===== src/rtl/instr_fetch.sv =====
// Instruction fetch unit: request/ack bus fetch into a small FIFO, presenting
// the head entry (word, PC, fault) to decode with stall and redirect handling.
module instr_fetch #(
    parameter logic [31:0] RESET_PC  = 32'h0000_0000,
    parameter int          BUF_DEPTH = 2,
    parameter logic [31:0] NOP_INSTR = 32'h0000_0013
) (
    input  logic        i_clk,
    input  logic        i_rst_n,
    output logic        o_IBus_Req,
    output logic [31:0] o_IBus_Addr,
    input  logic        i_IBus_Ack,
    input  logic [31:0] i_IBus_Data,
    input  logic        i_IBus_Err,
    output logic [31:0] o_Instr,
    output logic [31:0] o_Instr_PC,
    output logic        o_Instr_Valid,
    output logic        o_Fetch_Fault,
    input  logic        i_Stall,
    input  logic        i_Redirect,
    input  logic [31:0] i_Redirect_PC
);

    localparam int AW = (BUF_DEPTH > 1) ? $clog2(BUF_DEPTH) : 1;
    localparam logic [AW:0] DEPTH_CNT = (AW+1)'(BUF_DEPTH);

    typedef enum logic [1:0] {S_IDLE, S_REQ, S_KILL, S_HALT} state_t;

    state_t        state_q, state_d;
    logic [31:0]   fetch_pc_q, fetch_pc_d;
    logic [31:0]   redir_pc_q, redir_pc_d;
    logic          pend_q, pend_d;
    logic [AW-1:0] wr_ptr_q, wr_ptr_d;
    logic [AW-1:0] rd_ptr_q, rd_ptr_d;
    logic [AW:0]   count_q, count_d;
    logic [31:0]   last_pc_q, last_pc_d;

    logic [31:0]          instr_mem_q [BUF_DEPTH];
    logic [31:0]          pc_mem_q    [BUF_DEPTH];
    logic [BUF_DEPTH-1:0] fault_mem_q;

    logic        valid;
    logic        pop;
    logic        room;
    logic        req;
    logic        ack;
    logic        push;
    logic [31:0] push_instr;
    logic [31:0] new_pc;

    always_comb begin
        valid      = (count_q != '0);
        pop        = valid && !i_Stall && !i_Redirect;
        room       = (count_q < DEPTH_CNT) || pop;
        // A raised request is held by pend_q until acked, so a stall that
        // removes the pop-freed slot cannot withdraw it.
        req        = pend_q || ((state_q == S_REQ) && room);
        ack        = req && i_IBus_Ack;
        push       = (state_q == S_REQ) && ack && !i_Redirect;
        push_instr = i_IBus_Err ? NOP_INSTR : i_IBus_Data;
        new_pc     = i_Redirect_PC & ~32'h3;
    end

    always_comb begin
        state_d    = state_q;
        fetch_pc_d = fetch_pc_q;
        redir_pc_d = redir_pc_q;
        pend_d     = req && !ack;

        case (state_q)
            S_IDLE: state_d = S_REQ;
            S_REQ: begin
                if (ack) begin
                    if (i_IBus_Err) begin
                        state_d = S_HALT;
                    end else begin
                        fetch_pc_d = fetch_pc_q + 32'd4;
                    end
                end
            end
            S_KILL: begin
                if (ack) begin
                    state_d    = S_REQ;
                    fetch_pc_d = redir_pc_q;
                end
            end
            default: state_d = state_q;
        endcase

        // The outstanding address must stay on the bus, so the new PC is
        // parked in redir_pc_q until the pending request is acked.
        if (i_Redirect) begin
            if (req && !ack) begin
                state_d    = S_KILL;
                redir_pc_d = new_pc;
            end else begin
                state_d    = S_REQ;
                fetch_pc_d = new_pc;
            end
        end
    end

    always_comb begin
        wr_ptr_d  = wr_ptr_q;
        rd_ptr_d  = rd_ptr_q;
        count_d   = count_q;
        last_pc_d = last_pc_q;

        if (i_Redirect) begin
            wr_ptr_d = '0;
            rd_ptr_d = '0;
            count_d  = '0;
        end else begin
            if (push) wr_ptr_d = wr_ptr_q + 1'b1;
            if (pop) begin
                rd_ptr_d  = rd_ptr_q + 1'b1;
                last_pc_d = pc_mem_q[rd_ptr_q];
            end
            case ({push, pop})
                2'b10:   count_d = count_q + 1'b1;
                2'b01:   count_d = count_q - 1'b1;
                default: count_d = count_q;
            endcase
        end
    end

    always_ff @(posedge i_clk) begin
        if (!i_rst_n) begin
            state_q    <= S_IDLE;
            fetch_pc_q <= RESET_PC;
            redir_pc_q <= RESET_PC;
            pend_q     <= 1'b0;
            wr_ptr_q   <= '0;
            rd_ptr_q   <= '0;
            count_q    <= '0;
            last_pc_q  <= RESET_PC;
        end else begin
            state_q    <= state_d;
            fetch_pc_q <= fetch_pc_d;
            redir_pc_q <= redir_pc_d;
            pend_q     <= pend_d;
            wr_ptr_q   <= wr_ptr_d;
            rd_ptr_q   <= rd_ptr_d;
            count_q    <= count_d;
            last_pc_q  <= last_pc_d;
        end
    end

    always_ff @(posedge i_clk) begin
        if (push) begin
            instr_mem_q[wr_ptr_q] <= push_instr;
            pc_mem_q[wr_ptr_q]    <= fetch_pc_q;
            fault_mem_q[wr_ptr_q] <= i_IBus_Err;
        end
    end

    always_comb begin
        o_IBus_Req    = req;
        o_IBus_Addr   = fetch_pc_q;
        o_Instr_Valid = valid;
        o_Instr       = valid ? instr_mem_q[rd_ptr_q] : NOP_INSTR;
        o_Instr_PC    = valid ? pc_mem_q[rd_ptr_q] : last_pc_q;
        o_Fetch_Fault = valid && fault_mem_q[rd_ptr_q];
    end

endmodule


===== config.mk =====
export PLATFORM = sky130hd
export DESIGN_NAME = instr_fetch
export DESIGN_NICKNAME = d
export VERILOG_FILES = /design/src/rtl/instr_fetch.sv
export SDC_FILE = /design/constraint.sdc
export NUM_CORES = 1
export LEC_CHECK = 0
export BUFFER_PORTS_ARGS = -buffer_cell sky130_fd_sc_hd__buf_2
export CORE_ASPECT_RATIO = 0.5
export CORE_MARGIN = 8
export CORE_UTILIZATION = 60
export DETAILED_ROUTE_END_ITERATION = 16
export PLACE_DENSITY = 0.87
export SLEW_MARGIN = 30
export SYNTH_ARGS = -nofsm -noshare
export SYNTH_HDL_FRONTEND = slang
export SYNTH_SLANG_ARGS = --single-unit

===== constraint.sdc =====
create_clock -name i_clk -period 8.9 [get_ports i_clk]
set_input_delay 2.225 -clock i_clk [delete_from_list [all_inputs] [get_ports i_clk]]
set_output_delay 2.225 -clock i_clk [all_outputs]
set_load 0.03 [all_outputs]

* Word level (Yosys, flattened, before mapping) *
Memories as Yosys holds them, arrays and structs flattened. A register that Yosys moved wholly into a read port is not among the register bits.
Index checks and enable logic that the tools add are counted.

operators by class
  add/subtract/negate cells = 5
  order comparisons = 4
  equality and inequality tests = 7
  multiplexer cells = 27
  bitwise logic cells = 2
  reduce and logical (&&, ||, !) cells = 22

operator list
  cell                   count
  $mux 32                8
  $pmux 32 s2            1
  $add 32x3->32 const B  1
  $mux 2                 5
  $logic_and 1x1->1      9
  $mux 1                 9
  $ne 3x3->1 const B     3
  $pmux 2 s3             1
  $eq 2x1->1 const B     2
  $eq 2x2->1 const B     2
  $lt 1x2->1 const B     2
  $pmux 2 s2             1
  $reduce_and 2->1       2
  $reduce_and 4->1       1
  $reduce_bool 2->1      2
  $reduce_bool 4->1      1
  $logic_not 1->1        3
  $add 1x1->1 const B    2
  $add 2x1->2 const B    1
  $bwmux 2               1
  $logic_not 2->1        1
  $logic_or 1x1->1       2
  $lt 2x2->1 const B     1
  $not 1->1              2
  4 further kinds        4

storage, ports and cells
  flip-flop bits (word level) = 103
  memory bits (writable) = 128
  bits of input ports = 70
  output and inout bits = 99
  word-level logic and storage cells = 78
  memories = 2

memories
  memory       words  bits a word  rd ports  clocked after Yosys merged registers in  wr ports  line  text
  instr_mem_q  2      32           1         1                                        1         38    logic [31:0] instr_mem_q [BUF_DEPTH];
  pc_mem_q     2      32           1         1                                        1         39    logic [31:0] pc_mem_q [BUF_DEPTH];

* Longest topological paths before layout *
  depth after elaboration = 11
  mapped depth = 10
  mapped depth without buffers = 9

* Least setup slack after synthesis *
Ideal clock, no wire load.

  path type = input -> register
  start point = input port i_Redirect
  end point = register fault_mem_q[0], enable pin
  library setup time = 489 ps
  arrival = 6008 ps
  required time = 8411 ps
  setup slack = 2404 ps
  cell stages on the path = 5
  buffers on the path = 1
  cell sequence = or2_2 buf_2 a21oi_1 nand2_1 nor2_1

on the way
  cells in the longest elaborated chain, start to end = 8

RTL lines
  what                            line    text
  start: declaration              20      input logic i_Redirect,
  $logic_not 1->1 (*)             53, 59
  $logic_and 1x1->1               53      pop = valid && !i_Stall && !i_Redirect;
  $logic_or 1x1->1                54      room = (count_q < DEPTH_CNT) || pop;
  $logic_and 1x1->1               57      req = pend_q || ((state_q == S_REQ) && room);
  $logic_or 1x1->1                57
  $logic_and 1x1->1               58      ack = req && i_IBus_Ack;
  $logic_and 1x1->1               59      push = (state_q == S_REQ) && ack && !i_Redirect;
  $logic_and 1x1->1 (*)           59
  end signal: indexed assignment  153     fault_mem_q[wr_ptr_q] <= i_IBus_Err;
  end: declaration                40      logic [BUF_DEPTH-1:0] fault_mem_q;

Every way passes the cells marked *; elsewhere a longest branch is shown, timed or not.
A chain may end at the register's enable or synchronous reset.

* Worst setup path in the final report *
  start point = input port i_Redirect
  end point = output port o_IBus_Req

on the way
  cells in the longest elaborated chain, start to end = 5

RTL lines
  what               line  text
  $logic_not 1->1    53
  $logic_and 1x1->1  53
  $logic_or 1x1->1   54
  $logic_and 1x1->1  57
  $logic_or 1x1->1   57
  end: declaration   10    output logic o_IBus_Req,

Every way passes these cells.

==> out/metrics.csv <==
stage;metric;value;unit
run_status;status;finished, final reports clean;
finish;# fillers;1227;
min_path;hold wc startpoint;redir_pc_q[11];
yosys;Synth Area in Compound Gates;14.8;%
worst_setup_path;Worst path depth;5;
yosys;EDFF count, synth;130;
flow_run;Max Cap Viol;0;
worst_setup_path;CP max-delay cell;a21oi_1;
global_routing;vias in the first global route;8259;
die;Cell Rows;34;
die;core footprint;0.0173;mm2
yosys;mux cell area share after synthesis;8.24;%
sta;# setup viols final;0;
min_path;HP Class;reg -> reg;
worst_setup_path;worst r2r dst;instr_mem_q[0][31];
route;Routed Antenna Nets;0;
placement;Placement Setup Slack;3.60;ns
sta;Worst Skew;0.0251;ns
yosys;register bit count reported by yosys;232;
yosys;Synth warnings;0;
worst_setup_path;Register-to-Register Path Depth;8;
power;pwr/cell area;205;mW/mm2
yosys;post-synth cell types;67;
sta;TNS Setup;0;ns
yosys;Post-Syn Instances;1011;
clock_tree;clock net sink count;232;
placement;Final Wtd Congestion;0.924;
worst_setup_path;CP Cell Sequence;buf_2, o21ai_0, a21oi_1, inv_1, buf_2;
finish;Finished Layout Cells;1391;
yosys;dominant synthesized flop cell;edfxtp_1;
worst_setup_path;Top delay family on crit path;compound AO/OA/AOI/OAI gates;
worst_setup_path;Crit Path Max Fanout;5;
worst_setup_path;CP Launch Type;input port;
sta;setup ws final;3.58;ns
die;Die Area;0.0223;mm2
finish;Seq. cell area;0.00595;mm2
yosys;Post-Syn Area;0.0106;mm2
clock_tree;CTS max path bufs;3;
route;via count;8668;
min_path;worst hold stages;2;
finish;area growth from synthesis to layout;16.4;%
global_routing;initial antenna violation count;0;
die;Die Y;110;um
yosys;largest family of logic cells by synthesized area;simple AND/OR/NAND/NOR gates;
route;WL per Instance;20.5;um
worst_setup_path;cell mode on critical path;buf_2;
placement;IO buf count;166;
clock_tree;Resize count post-CTS;0;
die;Die X;204;um
route;DRC Markers;0;
worst_setup_path;WP data arrival;3.10;ns
clock_tree;Clock Tree Root;clkbuf_16;
worst_setup_path;worst path required time;6.68;ns
route;Vias/cell;6.23;
yosys;xor/xnor cell area share of the yosys netlist;0.664;%
route;Routed WL;28.5;mm
clock_tree;Reg clk slew, reported paths;0.07;ns
clock_tree;number of H-tree levels;1;
worst_setup_path;r2r setup slk;5.03;ns
placement;placed cells;1352;
clock_tree;TritonCTS clock tree;yes;
finish;ratio of cells with drive above 1 in the final layout;22.3;%
sta;slew of the pin with the lowest slew margin;0.972;ns
sta;Max-slew headroom;34.8;%
sta;RSZ-0062 raised after global routing;no;
min_path;Worst Hold Path EP;redir_pc_q[11];
yosys;Synth Area in Simple Gates;15.9;%
die;Starting Density;60.9;%
worst_setup_path;worst path buffer plus inverter count;3;
global_routing;first-pass GRT wire length;44.2;mm
sta;Final Hold Fails;0;
yosys;Mapped Avg Cell Area;10.4;um2
route;1st-iter DRT viols;1008;
placement;Final HPWL DP;18.4;mm
finish;Multi-input gate area;0.00428;mm2
global_routing;pin count of the biggest net entering global routing;69;
clock_tree;Num CTS Buffers;21;
clock_tree;worst skew pair latency;0.50;ns
worst_setup_path;CP endpoint kind;output pin;
yosys;post-synth net total;1086;
clock_tree;post-cts hold buffer count;0;
worst_setup_path;slowest cell delay on critical path;0.35;ns
global_routing;Remaining Overflow, GRT;0;
die;IO Count;169;
power;worst vdd ir;139;uV
yosys;async set or reset register ratio after synthesis;0;%
yosys;Seq/Total Area, Yosys;56.4;%
sta;Tcrit/Tclk final;59.8;%
sta;Fmax;188;MHz
worst_setup_path;worst r2r src;state_q[1];
route;router iterations before antenna repair;6;
sta;Final min period;5.32;ns
clock_tree;post-CTS setup buffers;0;
worst_setup_path;Crit Path Category;in -> out;
power;Leak;4.34;nW
yosys;adder-cell area share of the yosys netlist;0.593;%
sta;Pins Over Slew Limit;0;
finish;nets@finish;1217;
global_routing;All-Layer GR Usage;24.3;%
==> cell usage after synthesis (14+ instances only) <==
master	number	share of area (%)
dfxtp_1	102	19
a211oi_1	38	2.7
nand2_1	95	3.4
mux2_2	15	1.6
clkbuf_1	63	2.2
mux2i_1	70	6.6
nor3_1	14	0.66
nor4_1	15	0.89
a21oi_1	90	4.3
nor2_1	124	4.4
nand3_1	24	1.1
a221oi_1	14	1.2
inv_1	17	0.60
nor2b_1	31	1.8
o21ai_0	25	1.2
edfxtp_1	130	37
==> registers in the layout, indices dropped and copies added (netlist names), named ones only <==
name,count
count_q,2
wr_ptr_q,1
pend_q,1
pc_mem_q,64
instr_mem_q,64
fault_mem_q,2
last_pc_q,32
state_q,2
rd_ptr_q,1
o_IBus_Addr,32
redir_pc_q,30
==> cells in the final DEF, fill, tap and decap left out, types with 17 or more instances in the layout <==
cell       netlist  layout
buf_2            7     166
edfxtp_1       130     130
nor2_1         124     121
dfxtp_1        102     101
nand2_1         95      95
a21oi_1         90      90
mux2i_1         70      70
a211oi_1        38      38
nor2b_1         31      31
o21ai_0         25      25
nand3_1         24      24
clkbuf_16        0      22
inv_1           17      17
==> power breakdown <==
group	switching [mW]	leakage [nW]	internal, mW	total, mW
Sequential	0.0674	2.01	1.18	1.24
Combinational	0.241	1.98	0.119	0.359
Clock	0.392	0.346	0.525	0.917
==> tightest hold or removal path: cells and delay by family, from the launching register on <==
family | cells | cell delay, ns
compound gates | 1 | 0.05
flops | 1 | 0.31
simple gates | 1 | 0.05
==> stage by stage <==
stage	total power [mW]	hold WS [ns]	utilization [%]	cell area, um2
3_3_place_gp	1.59	0.439	66.5	11500
2_1_floorplan	1.48	0.432	-	10600
3_5_place_dp	1.61	0.447	66.9	11600
5_1_grt	2.60	0.475	70.9	12300
4_1_cts	2.52	0.457	70.9	12300
6_report	2.52	0.454	70.9	12300
==> per-layer routing <==
| metal | part of all wire, % | track usage (%) | wire length, um | up-vias |
|---|---|---|---|---|
| li1 | - | - | - | 3983 |
| met1 | 40 | 31.6 | 11300 | 4106 |
| met2 | 47 | 40.9 | 13500 | 501 |
| met3 | 10 | 4.50 | 2940 | 78 |
| met4 | 2.9 | 8.85 | 815 | 0 |
| met5 | 0 | 0 | 0 | - |
==> layout make-up <==
type	instances	area share [%]
clock inverter	12	0.897
inverter	20	0.622
timing repair buffer	183	8.02
multi-input combinational	684	34.9
clock buffer	25	4.74
antenna	1	0.0204
tap	234	2.38
sequential	232	48.5
==> logic make-up after synthesis <==
| family | count (synthesis) |
|---|---|
| buf+inv | 95 |
| flops | 232 |
| fa+ha+maj | 5 |
| compound gates | 233 |
| simple gates | 353 |
| xor+xnor | 8 |
| mux | 85 |
==> worst max-delay path by stage <==
stage | from | end | slack, ns
after floorplan | i_Redirect | fault_mem_q[0] | 2.40
after CTS | i_Redirect | o_IBus_Req | 3.59
after global placement | i_Redirect | o_IBus_Req | 3.63
after global routing | i_Redirect | o_IBus_Req | 3.51
final | i_Redirect | o_IBus_Req | 3.58
after detailed placement | i_Redirect | o_IBus_Req | 3.60
(Power assumes the default switching activity.)
